## src/rtl/demux1_4_reg.sv

```systemverilog
// Purpose: steers incoming bytes into four registered slots (auto pointer or explicit sel) and presents them as one word.
// Latency: an accepted byte appears on its Out slot one cycle later; out_valid rises the cycle after the fourth distinct slot fills.
// Backpressure: in_ready drops while the word is held (FULL) until out_valid & out_ready; clear flushes the fill state at any time.
module demux1_4_reg #(
  parameter int W = 8
) (
  input  logic         clk,
  input  logic         rst,
  input  logic [W-1:0] In,
  input  logic         in_valid,
  output logic         in_ready,
  input  logic         sel_mode,
  input  logic [1:0]   sel,
  input  logic         clear,
  output logic [W-1:0] Out1,
  output logic [W-1:0] Out2,
  output logic [W-1:0] Out3,
  output logic [W-1:0] Out4,
  output logic         out_valid,
  input  logic         out_ready
);

  typedef enum logic {
    FILL = 1'b0,
    FULL = 1'b1
  } state_t;

  state_t              state_q, state_d;
  logic [3:0]          mask_q, mask_d;
  logic [1:0]          ptr_q, ptr_d;
  logic [3:0][W-1:0]   slot_q, slot_d;

  logic [1:0]          target;
  logic [3:0]          mask_set;

  // Destination slot and the mask that would result if this byte were accepted.
  assign target   = sel_mode ? sel : ptr_q;
  assign mask_set = mask_q | (4'b0001 << target);

  // Handshake flags come straight from the state register so no input can ripple into them.
  assign in_ready  = (state_q == FILL);
  assign out_valid = (state_q == FULL);

  assign Out1 = slot_q[0];
  assign Out2 = slot_q[1];
  assign Out3 = slot_q[2];
  assign Out4 = slot_q[3];

  // Next-state logic: clear beats both accept and the output handshake; slot data is never cleared here.
  always_comb begin
    state_d = state_q;
    mask_d  = mask_q;
    ptr_d   = ptr_q;
    slot_d  = slot_q;
    if (clear) begin
      state_d = FILL;
      mask_d  = 4'b0000;
      ptr_d   = 2'd0;
    end else begin
      case (state_q)
        FILL: begin
          if (in_valid) begin
            slot_d[target] = In;
            mask_d         = mask_set;
            // Explicit-mode writes leave the auto pointer where it was.
            if (!sel_mode) begin
              ptr_d = ptr_q + 2'd1;
            end
            if (mask_set == 4'b1111) begin
              state_d = FULL;
            end
          end
        end
        FULL: begin
          // Slots keep their data after the handshake; only the fill bookkeeping restarts.
          if (out_ready) begin
            state_d = FILL;
            mask_d  = 4'b0000;
            ptr_d   = 2'd0;
          end
        end
        default: state_d = FILL;
      endcase
    end
  end

  // State, fill bookkeeping and slot registers; rst discards everything immediately.
  always_ff @(posedge clk or posedge rst) begin
    if (rst) begin
      state_q <= FILL;
      mask_q  <= 4'b0000;
      ptr_q   <= 2'd0;
      slot_q  <= '0;
    end else begin
      state_q <= state_d;
      mask_q  <= mask_d;
      ptr_q   <= ptr_d;
      slot_q  <= slot_d;
    end
  end

endmodule

```

## config.mk

```make
export PLATFORM = sky130hd
export DESIGN_NAME = demux1_4_reg
export DESIGN_NICKNAME = d
export VERILOG_FILES = /design/src/rtl/demux1_4_reg.sv
export SDC_FILE = /design/constraint.sdc
export NUM_CORES = 1
export LEC_CHECK = 0
export BUFFER_PORTS_ARGS = -buffer_cell sky130_fd_sc_hd__buf_2
export CORE_AREA = 5 5 61 63
export CTS_BUF_LIST = sky130_fd_sc_hd__clkbuf_8
export CTS_CLUSTER_DIAMETER = 200
export DETAILED_ROUTE_END_ITERATION = 7
export DIE_AREA = 0 0 66 68
export GPL_TIMING_DRIVEN = 0
export PLACE_DENSITY = 0.82
export SLEW_MARGIN = 20
export SYNTH_ARGS = -nofsm -noshare
export SYNTH_HDL_FRONTEND = slang
export SYNTH_SLANG_ARGS = --single-unit
export TNS_END_PERCENT = 50
```

## constraint.sdc

```tcl
create_clock -name clk -period 4.7 [get_ports clk]
set_clock_uncertainty 0.2 [all_clocks]
set_input_delay 0.47 -clock clk [delete_from_list [all_inputs] [get_ports clk]]
set_output_delay 0.47 -clock clk [all_outputs]
set_load 0.005 [all_outputs]
```

[Word level (Yosys, flattened, before mapping)]
Cells that the tools add are included.
Cells by class
  equal/unequal tests: 4
  $lt $le $gt $ge: 2
  shifts and indexed selects: 1
  reductions and logical operators: 4
  multipliers: 0
  bitwise logic cells: 3
  multiplexer cells: 18
  $add $sub $neg: 1
  divide/modulo/power cells: 0
Operators with widths (count)
  $bwmux W32: 1
  $demux W8 S2: 1
  $mux W4: 3
  $mux W2: 5
  $mux W8: 1
  $pmux W4 S2: 1
  $ne A3 B2 Y1 const B: 2
  $reduce_and A3 Y1: 2
  $eq A4 B4 Y1 const B: 1
  $mux W1: 4
  $or A4 B4 Y4: 1
  $pmux W2 S2: 1
  $shl A1 B2 Y4 const A: 1
  $lt A2 B3 Y1 const B: 1
  $ne A3 B3 Y1 const B: 1
  $add A2 B1 Y2 const B: 1
  $ge A2 B1 Y1 const B: 1
  $not A1 Y1: 2
  $pmux W1 S2: 1
  $reduce_and A2 Y1: 1
  $logic_and A1 B1 Y1: 1
Storage, ports and cells
  output and inout port bits: 34
  memories: 0
  input port bits: 16
  latch bits: 0
  register bits: 39
  memory bits (read-only): 0
  word-level logic and storage cells: 40
  RAM bits: 0

[Depth between registers and ports, before layout]
  word-level depth: 8
  depth in mapped cells: 5
  mapped depth without buffers: 4

[Worst setup path before layout]
OpenSTA, ideal clock, no wires.
  path type: input-to-reg
  start: in sel_mode
  end: reg slot_q, in the netlist Out4[0]
  setup time: 0.125 ns
  stages: 5
  data arrival time: 1.513 ns
  path buffers: 2
  required time: 4.375 ns
  path slack: 2.862 ns
  cell sequence: buf_6 mux2_4 and3_1 buf_6 mux2_4
Between the ends
  longest elaborated chain between the ends: 6
  elaborated cells between the ends (all ways): 7
  those cells by class: order compare: 2; mux: 4; reduce/logical: 1
Ends and longest elaborated chain
  start: declaration: RTL line 12  | input logic sel_mode,
  $mux W2 (*): RTL line 37  | assign target = sel_mode ? sel : ptr_q;
  $lt A2 B3 Y1 (implied by the code) or $ge A2 B1 Y1 (tied branches): RTL line 63  | slot_d[target] = In;
  $logic_and A1 B1 Y1 (implied by the code): RTL line 63
  $mux W8 (implied by the code): RTL line 63
  $demux W8 S2 (*): RTL line 63
  $bwmux W32 (*): RTL line 63
  end signal: assignment: RTL line 98  | slot_q <= slot_d;
  end: declaration: RTL line 31  | logic [3:0][W-1:0] slot_q, slot_d;
Mark *: on every way between the ends. The rest lies on a longest branch, timed or not.
A chain may end at the register's enable or synchronous reset.

[Worst setup path after layout]
  start: reg ptr_q[0]
  end: reg slot_q, in the netlist Out3[5]
Between the ends
  longest elaborated chain between the ends: 6
  elaborated cells between the ends (all ways): 7
  those cells by class: order compare: 2; mux: 4; reduce/logical: 1
Ends and longest elaborated chain
  start: declaration: RTL line 30  | logic [1:0] ptr_q, ptr_d;
  start signal: assignment: RTL line 97  | ptr_q <= ptr_d;
  $mux W2 (*): RTL line 37
  $lt A2 B3 Y1 (implied by the code) or $ge A2 B1 Y1 (tied branches): RTL line 63
  $logic_and A1 B1 Y1 (implied by the code): RTL line 63
  $mux W8 (implied by the code): RTL line 63
  $demux W8 S2 (*): RTL line 63
  $bwmux W32 (*): RTL line 63
Marked as above.

==> run_results.csv <==
group,metric,value,unit
status,status,"complete, no violations",
detailed_routing,avgViaCountPerCell,5.08,
yosys,synthArstFlopShare,100,%
critical_path,end_kind,"flip-flop",
critical_path,r2r_setup_slack,2.86,ns
clocking,cts_inserted_buffers,5,
final_layout,multiInputGateArea,636,sq um
detailed_routing,post_drt_wl_per_cell,16.1,microns
critical_path,cp.required,4.67,ns
yosys,synth_warnings,0,
final_layout,mostFrequentLayoutCells,"buf_2, dfrtp_1, mux2_2, mux2_4, nand2_1",
die,std_cell_rows,21,
job,maxCapViolCount,0,
final_layout,drive_gt1_share,57.5,%
final_layout,insertedDiodeCount,0,
clocking,cts_sinks,39,
yosys,synth_seq_cells,39,
clocking,post-cts-setup-buffers,0,
placed_design,dp.cells,205,
timing,fmax,0.543,GHz
clocking,cts_resized,0,
grt,grt_max_degree,40,
grt,gr-total-overflow,0,
yosys,seq_area_frac_synth,59.5,%
critical_path,crit_start,"ptr_q[0]$_DFFE_PP0P_",
clocking,cts_hold_buf,0,
final_layout,nets,182,
yosys,synthCells,111,
yosys,syn-num-nets,127,
min_path,min_path_type,"primary input to async pin",
timing,fin_crit,1.84,ns
grt,grt_pass1_wl,5320,microns
grt,grt_pass1_vias,1103,
clocking,clk_path_buf_depth,2,
timing,rsz0062_at_grt,"no",
critical_path,start_kind,"flip-flop",
die,core,3180,sq um
clocking,clk_pin_slew,0.08,ns
placed_design,dpl.hpwl,2460,microns
timing,fin_setup_tns,0,ns
clocking,clk_latency,0.29,ns
clocking,cts_root_buf,"clkbuf_8",
die,die_height,68,microns
placed_design,port_buffers,48,
timing,slew_headroom,47.3,%
critical_path,timing.rr.start,"ptr_q[0]$_DFFE_PP0P_",
timing,tightest_slew,0.789,ns
pwr,vdd_drop_max,0.299,mV
yosys,avgSynthCellArea,14.8,sq um
timing,hold_violations,0,
yosys,post_synth_instance_area,1640,sq um
detailed_routing,routed_wl,3420,microns
detailed_routing,ant_nets,0,
grt,track_usage,16.2,%
timing,min_period_over_period,39.2,%
final_layout,final_core_util,63.7,%
clocking,htree_levels,2,
yosys,synth_edf_count,0,
detailed_routing,route.detailed.drc,0,
clocking,cts_tree,"yes",
timing,slew_violations,0,
critical_path,critPathMaxFanout,9,
pwr,power_density,435,nW/um^2
grt,antenna_found_initial,0,
pwr,leakage,1.01,nW
placed_design,place_congestion,0.800,
timing,setup_viol,0,
yosys,ys_types,25,
detailed_routing,route.vias.total,1081,
critical_path,critical_path_class,"flip-flop to flip-flop",
critical_path,worstPathArrival,1.81,ns
final_layout,final_common_cell,"buf_2",
detailed_routing,drtIter0Drc,33,
final_layout,fillers,253,
final_layout,regArea,976,sq um
detailed_routing,drt_first_pass_iters,5,
final_layout,stdcell_count,213,
die,die_w,66,microns
yosys,synthFlopType,"dfrtp_1",
die,io_pins,50,
final_layout,syn2layout_area_growth,23.3,%
die,die_area,4490,sq um
die,initial_core_util,51.6,%
## logic make-up after synthesis
logic type / Yosys count / synth area share (%)
DFF: 39 / 59.5
muxes: 35 / 26.2
buffers and inverters: 4 / 1.83
AOI/OAI and AO/OA: 8 / 3.13
and+or+nand+nor: 23 / 8.31
xor gates and xnor gates: 2 / 1.07
## report_power, final
| part | internal (W) | switching (W) | leakage, nW | total, W |
|---|---|---|---|---|
| clock network | 0.000101 | 0.000115 | 0.0453 | 0.000217 |
| registers | 0.000413 | 0.0000417 | 0.483 | 0.000455 |
| logic | 0.000127 | 0.0000813 | 0.482 | 0.000209 |
## layer usage
metal	share of wire [%]	track usage, %
met5	0	0
met2	53	27.8
met3	6.0	5.25
met1	40	18.9
met4	0.53	6.60
## cell usage after synthesis (2+ instances only)
library cell | instances | area share, %
inv_1 | 2 | 0.46
nand2_1 | 9 | 2.1
dfrtp_1 | 39 | 59
a21oi_1 | 2 | 0.61
buf_6 | 2 | 1.4
mux2_2 | 24 | 16
nor2_1 | 3 | 0.69
and4_1 | 2 | 1.1
mux2_4 | 10 | 9.1
nand2b_1 | 2 | 0.76
o21ai_0 | 2 | 0.61
## worst max-delay path, cell delays in order (launching register included)
cell and delay [ns]:
dfrtp_1 0.43, nand2b_1 0.16, o21ai_0 0.24, nand2_1 0.32, mux2_2 0.38
## path summary, 6_finish.rpt
check	endpoint	cells past startpoint
max	Out3[5]$_DFFE_PP0P_	4
min	Out4[0]$_DFFE_PP0P_	2
max reg2reg	Out3[5]$_DFFE_PP0P_	4
min reg2reg	mask_q[2]$_DFFE_PP0P_	2
max in group asynchronous	Out2[4]$_DFFE_PP0P_	2
min in group clk	ptr_q[0]$_DFFE_PP0P_	2
## sequential cells by signal, indices dropped and copies added (netlist names)
signal / cells
Out4: 8
Out3: 8
mask_q: 4
ptr_q: 2
Out2: 8
out_valid: 1
Out1: 8
## area by class of cell
| cell class | count | share of cell area, % |
|---|---|---|
| Clock inverter | 3 | 0.803 |
| Multi-Input combinational cell | 68 | 31.4 |
| Tap cell | 46 | 2.84 |
| Clock buffer | 5 | 3.40 |
| Sequential cell | 39 | 48.2 |
| Inverter | 2 | 0.371 |
| Timing Repair Buffer | 48 | 11.9 |
| Buffer | 2 | 1.11 |
## stage by stage
stage	setup slack (ns)	total power, W	hold WS, ns	instance area (sq um)
finish	2.86	0.000880	0.127	2020
global route	2.76	0.000932	0.169	2020
CTS	2.86	0.000893	0.151	2020
detailed placement	2.77	0.000674	0.272	1940
global placement	2.76	0.000659	0.260	1940
floorplan	2.86	0.000563	0.248	1640
No activity file was read; power rests on OpenSTA's default activity.
